==> src/rtl/bp_be_dcache_lce_req_mshr_pkg.sv <==
// Shared types for the multi-outstanding dcache LCE request handler.
// Also holds the small helpers used for sizing and lowest-index selection.
package bp_be_dcache_lce_req_mshr_pkg;

  typedef enum logic [1:0] {
    e_miss_load, e_miss_store, e_miss_lr, e_miss_uc_load
  } bp_be_dcache_miss_type_e;

  typedef enum logic [2:0] {
    e_FREE, e_SEND_REQ, e_SLEEP, e_SEND_TR_ACK, e_SEND_COH_ACK
  } bp_be_dcache_mshr_state_e;

  typedef enum logic {e_lce_req_type_rd, e_lce_req_type_wr} bp_lce_cce_req_type_e;
  typedef enum logic {e_lce_req_cacheable, e_lce_req_non_cacheable} bp_lce_cce_req_nc_e;
  typedef enum logic {e_lce_req_excl, e_lce_req_non_excl} bp_lce_cce_req_excl_e;

  typedef enum logic [1:0] {
    e_lce_cce_sync_ack, e_lce_cce_inv_ack, e_lce_cce_tr_ack, e_lce_cce_coh_ack
  } bp_lce_cce_resp_type_e;

  function automatic int unsigned safe_clog2(int unsigned n);
    return (n > 1) ? $clog2(n) : 1;
  endfunction

  // Index of the lowest set bit, 0 when none is set.
  function automatic int unsigned lowest_set(logic [31:0] v);
    int unsigned idx;
    idx = 0;
    for (int i = 31; i >= 0; i--) begin
      if (v[i]) idx = i;
    end
    return idx;
  endfunction

endpackage

==> src/rtl/bp_be_dcache_lce_req_mshr_entry.sv <==
// One miss-status entry: state machine plus the fields captured at allocation.
module bp_be_dcache_lce_req_mshr_entry
  import bp_be_dcache_lce_req_mshr_pkg::*;
#(
  parameter int unsigned paddr_width_p  = 22,
  parameter int unsigned way_id_width_p = 3
) (
  input  logic                      clk_i,
  input  logic                      reset_i,
  input  logic                      alloc_i,
  input  logic [paddr_width_p-1:0]  addr_i,
  input  logic [1:0]                miss_type_i,
  input  logic [1:0]                size_op_i,
  input  logic [way_id_width_p-1:0] lru_way_i,
  input  logic                      lru_dirty_i,
  input  logic                      req_sent_i,
  input  logic                      resp_yumi_i,
  input  logic                      tr_data_i,
  input  logic                      cce_data_i,
  input  logic                      uc_data_i,
  input  logic                      set_tag_i,
  input  logic                      set_tag_wakeup_i,
  output logic [2:0]                state_o,
  output logic [paddr_width_p-1:0]  addr_o,
  output logic [1:0]                miss_type_o,
  output logic [1:0]                size_op_o,
  output logic [way_id_width_p-1:0] lru_way_o,
  output logic                      lru_dirty_o
);

  bp_be_dcache_mshr_state_e state_q;
  logic                      tr_q, cce_q, st_q;
  logic                      tr_f, cce_f, st_f;
  logic [paddr_width_p-1:0]  addr_q;
  logic [1:0]                miss_type_q, size_op_q;
  logic [way_id_width_p-1:0] lru_way_q;
  logic                      lru_dirty_q;

  // Completion flags as seen this cycle, including the event arriving now.
  assign tr_f  = tr_q | tr_data_i;
  assign cce_f = cce_q | cce_data_i;
  assign st_f  = st_q | set_tag_i;

  always_ff @(posedge clk_i) begin
    if (reset_i) begin
      state_q     <= e_FREE;
      tr_q        <= 1'b0;
      cce_q       <= 1'b0;
      st_q        <= 1'b0;
      addr_q      <= '0;
      miss_type_q <= '0;
      size_op_q   <= '0;
      lru_way_q   <= '0;
      lru_dirty_q <= 1'b0;
    end else begin
      case (state_q)
        e_FREE: if (alloc_i) begin
          addr_q      <= addr_i;
          miss_type_q <= miss_type_i;
          size_op_q   <= size_op_i;
          lru_way_q   <= lru_way_i;
          lru_dirty_q <= lru_dirty_i;
          tr_q        <= 1'b0;
          cce_q       <= 1'b0;
          st_q        <= 1'b0;
          state_q     <= e_SEND_REQ;
        end
        e_SEND_REQ: if (req_sent_i) state_q <= e_SLEEP;
        e_SLEEP: begin
          tr_q  <= tr_f;
          cce_q <= cce_f;
          st_q  <= st_f;
          if (set_tag_wakeup_i)  state_q <= e_SEND_COH_ACK;
          else if (uc_data_i)    state_q <= e_FREE;
          else if (st_f && tr_f) state_q <= e_SEND_TR_ACK;
          else if (st_f && cce_f) state_q <= e_SEND_COH_ACK;
        end
        e_SEND_TR_ACK, e_SEND_COH_ACK: if (resp_yumi_i) state_q <= e_FREE;
        default: state_q <= e_FREE;
      endcase
    end
  end

  assign state_o     = state_q;
  assign addr_o      = addr_q;
  assign miss_type_o = miss_type_q;
  assign size_op_o   = size_op_q;
  assign lru_way_o   = lru_way_q;
  assign lru_dirty_o = lru_dirty_q;

endmodule

==> src/rtl/bp_be_dcache_lce_req_mshr.sv <==
// Multi-outstanding LCE request handler: allocates miss entries, arbitrates their
// requests onto the LCE request channel and their acks onto the response channel.
module bp_be_dcache_lce_req_mshr
  import bp_be_dcache_lce_req_mshr_pkg::*;
#(
  parameter int unsigned data_width_p  = 64,
  parameter int unsigned paddr_width_p = 22,
  parameter int unsigned num_cce_p     = 2,
  parameter int unsigned num_lce_p     = 2,
  parameter int unsigned ways_p        = 8,
  parameter int unsigned mshr_els_p    = 2,
  localparam int unsigned IdWidth      = safe_clog2(mshr_els_p),
  localparam int unsigned LceIdWidth   = safe_clog2(num_lce_p),
  localparam int unsigned CceIdWidth   = safe_clog2(num_cce_p),
  localparam int unsigned WayIdWidth   = safe_clog2(ways_p),
  localparam int unsigned ReqWidth     = CceIdWidth + LceIdWidth + 2 + paddr_width_p
                                         + WayIdWidth + 4 + data_width_p,
  localparam int unsigned RespWidth    = CceIdWidth + LceIdWidth + 2 + paddr_width_p
) (
  input  logic                                  clk_i,
  input  logic                                  reset_i,
  input  logic [LceIdWidth-1:0]                 lce_id_i,
  input  logic                                  miss_v_i,
  input  logic [1:0]                            miss_type_i,
  input  logic [paddr_width_p-1:0]              miss_addr_i,
  input  logic [WayIdWidth-1:0]                 lru_way_i,
  input  logic [ways_p-1:0]                     dirty_i,
  input  logic [1:0]                            size_op_i,
  output logic                                  miss_ready_o,
  output logic [IdWidth-1:0]                    miss_id_o,
  input  logic                                  uc_store_v_i,
  input  logic [data_width_p-1:0]               store_data_i,
  output logic                                  uc_store_ready_o,
  output logic [mshr_els_p-1:0]                 entry_v_o,
  output logic [mshr_els_p*paddr_width_p-1:0]   entry_addr_o,
  input  logic                                  tr_data_received_i,
  input  logic                                  cce_data_received_i,
  input  logic                                  uc_data_received_i,
  input  logic                                  set_tag_received_i,
  input  logic                                  set_tag_wakeup_received_i,
  input  logic [IdWidth-1:0]                    received_id_i,
  output logic [ReqWidth-1:0]                   lce_req_o,
  output logic                                  lce_req_v_o,
  input  logic                                  lce_req_ready_i,
  output logic [RespWidth-1:0]                  lce_resp_o,
  output logic                                  lce_resp_v_o,
  input  logic                                  lce_resp_yumi_i,
  input  logic                                  credits_full_i
);

  localparam int unsigned BlockOffset = $clog2(ways_p * data_width_p / 8);

  logic [mshr_els_p-1:0][2:0]               state;
  logic [mshr_els_p-1:0][paddr_width_p-1:0] addr;
  logic [mshr_els_p-1:0][1:0]               mtype, size_op;
  logic [mshr_els_p-1:0][WayIdWidth-1:0]    lru_way;
  logic [mshr_els_p-1:0]                    lru_dirty, free_vec, req_vec, ack_vec;
  logic                                     conflict, req_any, uc_v, lock_v_q;
  logic [IdWidth-1:0]                       free_id, grant_id, ack_id, lock_id_q;

  function automatic logic [CceIdWidth-1:0] dst_of(logic [paddr_width_p-1:0] a);
    return (num_cce_p == 1) ? '0 : a[BlockOffset +: CceIdWidth];
  endfunction

  always_comb begin
    conflict = 1'b0;
    for (int i = 0; i < mshr_els_p; i++) begin
      free_vec[i] = (state[i] == e_FREE);
      req_vec[i]  = (state[i] == e_SEND_REQ);
      ack_vec[i]  = (state[i] == e_SEND_TR_ACK) || (state[i] == e_SEND_COH_ACK);
      conflict   |= !free_vec[i] && (addr[i][paddr_width_p-1:BlockOffset]
                                     == miss_addr_i[paddr_width_p-1:BlockOffset]);
    end
  end

  assign free_id      = IdWidth'(lowest_set(32'(free_vec)));
  assign ack_id       = IdWidth'(lowest_set(32'(ack_vec)));
  assign req_any      = |req_vec;
  // A request left waiting for ready keeps the grant until it is accepted.
  assign grant_id     = lock_v_q ? lock_id_q : IdWidth'(lowest_set(32'(req_vec)));
  assign miss_ready_o = miss_v_i && (|free_vec) && !conflict;
  assign miss_id_o    = free_id;
  assign entry_v_o    = ~free_vec;
  assign entry_addr_o = addr;

  always_ff @(posedge clk_i) begin
    if (reset_i) begin
      lock_v_q  <= 1'b0;
      lock_id_q <= '0;
    end else begin
      lock_v_q  <= req_any && !lce_req_ready_i;
      lock_id_q <= grant_id;
    end
  end

  for (genvar i = 0; i < mshr_els_p; i++) begin : g_entry
    logic hit;
    assign hit = (received_id_i == IdWidth'(i));
    bp_be_dcache_lce_req_mshr_entry #(
      .paddr_width_p (paddr_width_p),
      .way_id_width_p(WayIdWidth)
    ) u_entry (
      .clk_i           (clk_i),
      .reset_i         (reset_i),
      .alloc_i         (miss_ready_o && (free_id == IdWidth'(i))),
      .addr_i          (miss_addr_i),
      .miss_type_i     (miss_type_i),
      .size_op_i       (size_op_i),
      .lru_way_i       (lru_way_i),
      .lru_dirty_i     (dirty_i[lru_way_i]),
      .req_sent_i      (req_any && lce_req_ready_i && (grant_id == IdWidth'(i))),
      .resp_yumi_i     (lce_resp_yumi_i && (|ack_vec) && (ack_id == IdWidth'(i))),
      .tr_data_i       (hit && tr_data_received_i),
      .cce_data_i      (hit && cce_data_received_i),
      .uc_data_i       (hit && uc_data_received_i),
      .set_tag_i       (hit && set_tag_received_i),
      .set_tag_wakeup_i(hit && set_tag_wakeup_received_i),
      .state_o         (state[i]),
      .addr_o          (addr[i]),
      .miss_type_o     (mtype[i]),
      .size_op_o       (size_op[i]),
      .lru_way_o       (lru_way[i]),
      .lru_dirty_o     (lru_dirty[i])
    );
  end

  assign uc_v             = !req_any && uc_store_v_i && !credits_full_i;
  assign lce_req_v_o      = req_any || uc_v;
  assign uc_store_ready_o = uc_v && lce_req_ready_i;

  logic                     r_msg, r_nc, r_dirty, r_uc;
  logic [paddr_width_p-1:0] r_addr;
  logic [WayIdWidth-1:0]    r_way;
  logic [1:0]               r_size;
  logic [data_width_p-1:0]  r_data;

  always_comb begin
    r_uc    = (mtype[grant_id] == e_miss_uc_load);
    r_msg   = e_lce_req_type_wr;
    r_nc    = e_lce_req_non_cacheable;
    r_addr  = miss_addr_i;
    r_way   = '0;
    r_dirty = 1'b0;
    r_size  = size_op_i;
    r_data  = store_data_i;
    if (req_any) begin
      r_msg  = (mtype[grant_id] == e_miss_store || mtype[grant_id] == e_miss_lr)
               ? e_lce_req_type_wr : e_lce_req_type_rd;
      r_nc   = r_uc ? e_lce_req_non_cacheable : e_lce_req_cacheable;
      r_addr = addr[grant_id];
      r_data = '0;
      if (r_uc) begin
        r_size = size_op[grant_id];
      end else begin
        r_size  = '0;
        r_way   = lru_way[grant_id];
        r_dirty = lru_dirty[grant_id];
      end
    end
  end

  assign lce_req_o = {dst_of(r_addr), lce_id_i, r_msg, e_lce_req_excl, r_addr, r_way, r_dirty,
                      r_nc, r_size, r_data};

  assign lce_resp_v_o = |ack_vec;
  assign lce_resp_o   = {dst_of(addr[ack_id]), lce_id_i,
                         (state[ack_id] == e_SEND_TR_ACK) ? e_lce_cce_tr_ack : e_lce_cce_coh_ack,
                         addr[ack_id]};

  // Completion events are only meaningful for a sleeping entry.
  assert property (@(posedge clk_i) disable iff (reset_i)
    (tr_data_received_i || cce_data_received_i || uc_data_received_i || set_tag_received_i
     || set_tag_wakeup_received_i) |-> (state[received_id_i] == e_SLEEP))
    else $error("completion event to entry %0d which is not sleeping", received_id_i);

endmodule

==> config.mk <==
export PLATFORM = sky130hd
export DESIGN_NAME = bp_be_dcache_lce_req_mshr
export DESIGN_NICKNAME = d
export VERILOG_FILES = /design/src/rtl/bp_be_dcache_lce_req_mshr_pkg.sv /design/src/rtl/bp_be_dcache_lce_req_mshr_entry.sv /design/src/rtl/bp_be_dcache_lce_req_mshr.sv
export SDC_FILE = /design/constraint.sdc
export NUM_CORES = 1
export LEC_CHECK = 0
export ABC_AREA = 1
export CORE_UTILIZATION = 29
export CTS_CLUSTER_SIZE = 8
export DETAILED_ROUTE_END_ITERATION = 16
export GPL_ROUTABILITY_DRIVEN = 0
export GPL_TIMING_DRIVEN = 0
export HOLD_SLACK_MARGIN = 0.03
export PLACE_DENSITY = 0.73
export SLEW_MARGIN = 20
export SYNTH_ARGS = -nofsm -noshare
export SYNTH_HDL_FRONTEND = slang
export SYNTH_SLANG_ARGS = --single-unit
==> constraint.sdc <==
create_clock -name clk_i -period 3.05 [get_ports clk_i]
set_input_delay 0.4575 -clock clk_i [delete_from_list [all_inputs] [get_ports clk_i]]
set_output_delay 0.4575 -clock clk_i [all_outputs]
set_load 0.1 [all_outputs]
Yosys cells after proc, flatten, opt, wreduce, memory -nomap -nowiden
Index checks and enable logic that the tools add are counted.
- register bits after elaboration: 74
- bitwise operators: 12
- muxes and demuxes: 60
- eq/ne operators: 22
- reduce and logical (&&, ||, !) cells: 55
- $lt $le $gt $ge: 3
- operators by type and width (operator ; number):
    22-bit two-way mux ; 5
    64-bit two-way mux ; 1
    3-bit two-way mux ; 20
    16-bit equality test ; 2
    1-bit logical AND ; 30
    3-bit case mux with 4 select lines ; 2
    1-bit two-way mux ; 19
    3-bit by 2-bit equality test with 1-bit output (second input constant) ; 5
    2-bit two-way mux ; 6
    2-bit by 1-bit inequality test with 1-bit output (second input constant) ; 6
    1-bit case mux with 2 select lines ; 6
    5-bit by 1-bit inequality test with 1-bit output (second input constant) ; 2
    2-bit OR reduction ; 5
    2-bit AND reduction ; 4
    4-bit AND reduction ; 2
    1-bit OR ; 7
    3-bit by 1-bit equality test with 1-bit output (second input constant) ; 2
    3-bit equality test (second input constant) ; 2
    1-bit zero test ; 6
    3-bit zero test ; 2
    2-bit equality test (second input constant) ; 2
    1-bit logical OR ; 4
    1-bit by 2-bit less-than comparator with 1-bit output (second input constant) ; 2
    3-bit by 4-bit less-than comparator with 1-bit output (second input constant) ; 1
    5 further kinds ; 9

Depth between registers and ports, before layout
- word-level depth: 10
- mapped depth: 13
- mapped depth without buffers: 13

Hierarchy
A second synthesis with hierarchy kept.
- cells, all modules: 972
- area, all modules: 5431.5 um2
- by module, submodules not included (module ; area each (um2) ; times used ; cells each):
    bp_be_dcache_lce_req_mshr_entry ; 1483.9 ; 2 ; 204
    bp_be_dcache_lce_req_mshr ; 2463.6 ; 1 ; 564

Least setup slack after synthesis
Ideal clock, no wire load.
- path type: reg-to-output
- start point: register g_entry[0].u_entry.state_q[1]
- end point: output uc_store_ready_o
- path slack: -1.357 ns
- stages on the path, launching flop included: 6
- path buffers: 1
- arrival time: 3.949 ns
- cells stage by stage: dfxtp_1 > inv_1 > nand3_1 > nand2_1 > buf_2 > nor4b_1
- longest elaborated chain between the ends: 6
- RTL lines (item ; line ; source):
    start, declared ; bp_be_dcache_lce_req_mshr_entry.sv:31 ; bp_be_dcache_mshr_state_e state_q;
    start signal, assigned ; bp_be_dcache_lce_req_mshr_entry.sv:46 ; state_q <= e_FREE;
    start signal, assigned ; bp_be_dcache_lce_req_mshr_entry.sv:66 ; state_q <= e_SEND_REQ;
    start signal, assigned ; bp_be_dcache_lce_req_mshr_entry.sv:68 ; e_SEND_REQ: if (req_sent_i) state_q <= e_SLEEP;
    3-bit by 1-bit equality test with 1-bit output ; bp_be_dcache_lce_req_mshr.sv:69 ; req_vec[i] = (state[i] == e_SEND_REQ);
    2-bit OR reduction ; bp_be_dcache_lce_req_mshr.sv:78 ; assign req_any = |req_vec;
    1-bit zero test ; bp_be_dcache_lce_req_mshr.sv:127 ; assign uc_v = !req_any && uc_store_v_i && !credits_full_i;
    1-bit logical AND (2 in a row) ; bp_be_dcache_lce_req_mshr.sv:127 ;
    1-bit logical AND ; bp_be_dcache_lce_req_mshr.sv:129 ; assign uc_store_ready_o = uc_v && lce_req_ready_i;
    end, declared ; bp_be_dcache_lce_req_mshr.sv:33 ; output logic uc_store_ready_o,
No other way between the ends.

Worst setup path in the final report
- start point: register g_entry[1].u_entry.state_q[2]
- end point: output uc_store_ready_o
- longest elaborated chain between the ends: 6
- RTL lines (item ; line):
    start, declared ; bp_be_dcache_lce_req_mshr_entry.sv:31
    start signal, assigned ; bp_be_dcache_lce_req_mshr_entry.sv:46
    start signal, assigned ; bp_be_dcache_lce_req_mshr_entry.sv:66
    start signal, assigned ; bp_be_dcache_lce_req_mshr_entry.sv:68
    3-bit by 1-bit equality test with 1-bit output ; bp_be_dcache_lce_req_mshr.sv:69
    2-bit OR reduction ; bp_be_dcache_lce_req_mshr.sv:78
    1-bit zero test ; bp_be_dcache_lce_req_mshr.sv:127
    1-bit logical AND (2 in a row) ; bp_be_dcache_lce_req_mshr.sv:127
    1-bit logical AND ; bp_be_dcache_lce_req_mshr.sv:129
No other way between the ends.

==> run_summary.xml <==
<?xml version="1.0" encoding="UTF-8"?>
<metrics>
  <group name="global_routing">
    <metric name="grt_start_max_net_pins" unit="">17</metric>
    <metric name="via_count_of_the_first_global_routing_pass" unit="">5928</metric>
    <metric name="grt_first_pass_wirelength" unit="mm">33.1</metric>
    <metric name="grt_antenna_before_repair" unit="">2</metric>
    <metric name="globalRoute.totalOverflow" unit="">0</metric>
    <metric name="gr-usage-all-layers" unit="%">23.9</metric>
  </group>
  <group name="synth">
    <metric name="number_of_nets_produced_by_synthesis" unit="">987</metric>
    <metric name="yosys_register_bits" unit="">74</metric>
    <metric name="synthDistinctLibCells" unit="">34</metric>
    <metric name="synth_cells" unit="">871</metric>
    <metric name="synth.yosys.seq_area_share" unit="%">29.6</metric>
    <metric name="post_synth_instance_area" unit="sq mm">0.00501</metric>
    <metric name="synth_flop_cell" unit="">dfxtp_1</metric>
    <metric name="syn_avg_cell_area" unit="sq um">5.75</metric>
    <metric name="synth.yosys.warnings" unit="">0</metric>
    <metric name="synth_edf_count" unit="">0</metric>
    <metric name="asyncSetResetFlopFracSynth" unit="%">0</metric>
  </group>
  <group name="place">
    <metric name="place_hpwl" unit="mm">17.6</metric>
    <metric name="detailed_place.area" unit="sq mm">0.00827</metric>
    <metric name="buffer_ports.inserted" unit="">285</metric>
    <metric name="pre_cts_slack" unit="ns">-1.06</metric>
  </group>
  <group name="detailed_routing">
    <metric name="drt_iter0_markers" unit="">456</metric>
    <metric name="postRouteWirelength" unit="mm">22.0</metric>
    <metric name="wl_met2" unit="mm">11.7</metric>
    <metric name="detailedRoute.firstPassIterationCount" unit="">5</metric>
    <metric name="drc_errors" unit="">0</metric>
    <metric name="detailroute.via_count" unit="">6479</metric>
    <metric name="routed_vias_inst" unit="">4.65</metric>
    <metric name="detail-route-antenna-nets" unit="">0</metric>
    <metric name="average_detailed_routed_wire_length_per_instance" unit="um">15.8</metric>
    <metric name="top_layer_used" unit="">met4</metric>
    <metric name="detail_route.wirelength.met1" unit="mm">8.78</metric>
    <metric name="met3_wirelength" unit="mm">1.22</metric>
  </group>
  <group name="critical_path">
    <metric name="setup_crit_end_kind" unit="">output port</metric>
    <metric name="critical_path_arrival" unit="ns">2.51</metric>
    <metric name="rr_startpoint" unit="">g_entry[0].u_entry.addr_o[10]</metric>
    <metric name="worstSetupStartpointType" unit="">flop</metric>
    <metric name="critPathMaxFanout" unit="">10</metric>
    <metric name="critical_path_class" unit="">reg2out</metric>
    <metric name="critPathLaunch" unit="">g_entry[1].u_entry.state_o[2]</metric>
    <metric name="rr_endpoint" unit="">g_entry[1].u_entry.addr_o[6]</metric>
    <metric name="ff2ff_path_depth" unit="">10</metric>
    <metric name="ff2ff_setup_slack" unit="ns">1.11</metric>
    <metric name="critical_path_required" unit="ns">2.59</metric>
  </group>
  <group name="timing">
    <metric name="drv_slew" unit="">0</metric>
    <metric name="rsz0062_at_grt" unit="">yes</metric>
    <metric name="hold_viol_final" unit="">0</metric>
    <metric name="worst_pin_slew" unit="ns">1.08</metric>
    <metric name="relSlewSlack" unit="%">27.9</metric>
    <metric name="post-route-min-period" unit="ns">2.97</metric>
    <metric name="final_cycle_utilization_of_the_critical_path" unit="%">97.4</metric>
    <metric name="finalSetupViolCount" unit="">0</metric>
    <metric name="fmax" unit="MHz">337</metric>
    <metric name="timing.final.ws_setup" unit="ns">0.0804</metric>
    <metric name="clock_skew" unit="ns">0.00690</metric>
  </group>
  <group name="clocking">
    <metric name="cts_buffers" unit="">9</metric>
    <metric name="clock_tree.htree_level_count" unit="">3</metric>
    <metric name="ctsLongestPathBuffers" unit="">2</metric>
    <metric name="cts-hold-fix-buffers" unit="">0</metric>
    <metric name="clock_transition_time_at_the_flip_flop_clock_pins_of_the_worst_setup_and_hold_paths" unit="ns">0.06</metric>
    <metric name="clkSinkCount" unit="">74</metric>
    <metric name="clockRootBuffer" unit="">clkbuf_16</metric>
    <metric name="clkLatencyLatePin" unit="ns">0.33</metric>
    <metric name="cts_tree" unit="">built</metric>
  </group>
  <group name="job">
    <metric name="cap_violations" unit="">0</metric>
  </group>
  <group name="floorplanning">
    <metric name="floorplan.die.width" unit="um">133</metric>
    <metric name="initial_core_util" unit="%">30.0</metric>
    <metric name="design.die.area" unit="sq mm">0.0178</metric>
    <metric name="die_h" unit="um">133</metric>
    <metric name="ios" unit="">289</metric>
    <metric name="rows" unit="">47</metric>
    <metric name="core-area" unit="sq mm">0.0167</metric>
  </group>
  <group name="min_path">
    <metric name="holdPathStages" unit="">2</metric>
    <metric name="min-delay-path-class" unit="">reg2reg</metric>
    <metric name="hold_path_end" unit="">g_entry[1].u_entry.size_op_o[0]</metric>
    <metric name="worst_hold_startpoint" unit="">g_entry[1].u_entry.size_op_o[0]</metric>
  </group>
  <group name="cells_and_area">
    <metric name="final_layout_size_suffix_gt1_share" unit="%">20.2</metric>
    <metric name="stdcell_area" unit="sq mm">0.00860</metric>
    <metric name="areaGrowthSynthToFinish" unit="%">71.7</metric>
    <metric name="fillers" unit="">1692</metric>
    <metric name="finalNetCount" unit="">1282</metric>
  </group>
  <group name="run_status">
    <metric name="outcome" unit="">complete, no violations</metric>
  </group>
</metrics>
==> registers in the layout, summed over array words and instances, names as in the netlist, 2 cells and up <==
signal,cells
g_entry.u_entry.st_q,2
g_entry.u_entry.cce_q,2
g_entry.u_entry.state_o,6
g_entry.u_entry.size_op_o,4
g_entry.u_entry.lru_way_o,6
g_entry.u_entry.tr_q,2
g_entry.u_entry.lru_dirty_o,2
g_entry.u_entry.miss_type_o,4
g_entry.u_entry.addr_o,44
==> routing by layer <==
| layer | global-route usage, % | up-vias |
|---|---|---|
| li1 | - | 3276 |
| met1 | 27.8 | 2946 |
| met2 | 44.8 | 234 |
| met3 | 3.69 | 23 |
| met4 | 6.82 | 0 |
| met5 | 0 | - |
==> placed cells by master (no fill, tap or decap), types with 2 or more instances in the layout <==
master and count:
nor2_1 174, nand3_2 3, o21ai_2 3, dfxtp_1 72, dlygate4sd2_1 2, dfxtp_2 2
buf_2 47, inv_1 140, clkbuf_1 7, o21ai_1 37, diode_2 2, conb_1 2
nand2_1 167, bufinv_16 2, a21oi_2 18, inv_2 10, buf_8 2, clkbuf_2 8
xor2_1 8, buf_4 21, clkbuf_4 7, o21ai_0 72, buf_12 3, a31oi_2 6
nand2_4 2, clkdlybuf4s50_1 163, nor2_2 4, clkbuf_16 9, clkdlybuf4s15_2 68, o21a_1 3
buf_6 4, nand3_1 14, o21bai_1 6, a21oi_1 60
==> synthesized netlist by cell type (7+ instances only) <==
master | instances | area [sq um]
nor2_1 | 176 | 661
nand3_1 | 15 | 75.1
o21ai_0 | 99 | 495
nand2_1 | 168 | 631
clkbuf_1 | 17 | 63.8
buf_2 | 17 | 85.1
buf_4 | 13 | 97.6
xor2_1 | 8 | 70.1
a21oi_1 | 78 | 390
dfxtp_1 | 74 | 1480
inv_2 | 11 | 41.3
a31oi_1 | 7 | 43.8
o21ai_1 | 13 | 65.1
inv_1 | 140 | 526
==> cell families (layout without fill, tap and decap cells) <==
group,count (synthesis),in the layout,synth area share [%]
buffers and inverters,201,501,16.9
xor gates and xnor gates,8,8,1.40
other,2,4,0.150
and+or+nand+nor,371,371,29.2
DFF,74,74,29.6
adders and majority gates,1,1,0.250
AOI/OAI and AO/OA,214,214,22.5
==> stage by stage <==
step                      util (%)  std cells  TNS [ns]  hold WS [ns]
final                         51.5       1393         0         0.446
after global routing          51.5       1393  -0.00959         0.456
after CTS                     52.1       1391   -0.0980         0.445
after detailed placement      49.5       1376    -26.76         0.437
after global placement        49.5       1376    -24.94         0.432
after floorplan                  -        871     -2.28         0.424
==> worst max-delay path, cell delays in order (launching register included) <==
cell and delay [ns]:
dfxtp_1 0.47, nor3_4 0.09, inv_1 0.08, nand2_1 0.18, buf_2 0.28, nor4b_2 0.23, clkdlybuf4s15_1 0.86
==> cell type report <==
| class | count | area [sq um] | area share, % |
|---|---|---|---|
| Multi-Input combinational cell | 596 | 2860 | 33.2 |
| Clock buffer | 9 | 225 | 2.62 |
| Clock inverter | 7 | 101 | 1.18 |
| Antenna cell | 2 | 5.00 | 0.0582 |
| Inverter | 151 | 569 | 6.62 |
| Tap cell | 220 | 275 | 3.20 |
| Timing Repair Buffer | 286 | 2800 | 32.5 |
| Buffer | 48 | 285 | 3.32 |
| Sequential cell | 74 | 1480 | 17.2 |
==> worst max path at each step <==
stage | to
floorplan | lce_req_o[64]
CTS | lce_req_o[65]
global route | lce_resp_o[1]
finish | uc_store_ready_o
detailed placement | lce_req_o[67]
global placement | lce_req_o[67]
==> what timing repair did <==
action	4_1_cts	5_1_grt
gates resized for setup	448	81
pin swaps	0	5
endpoints found under the hold margin	0	0
setup endpoints to repair	122	85
setup buffers	0	1
Power is not shown: default switching activity piles up to over one toggle a cycle in this logic, so the estimate is an artifact.
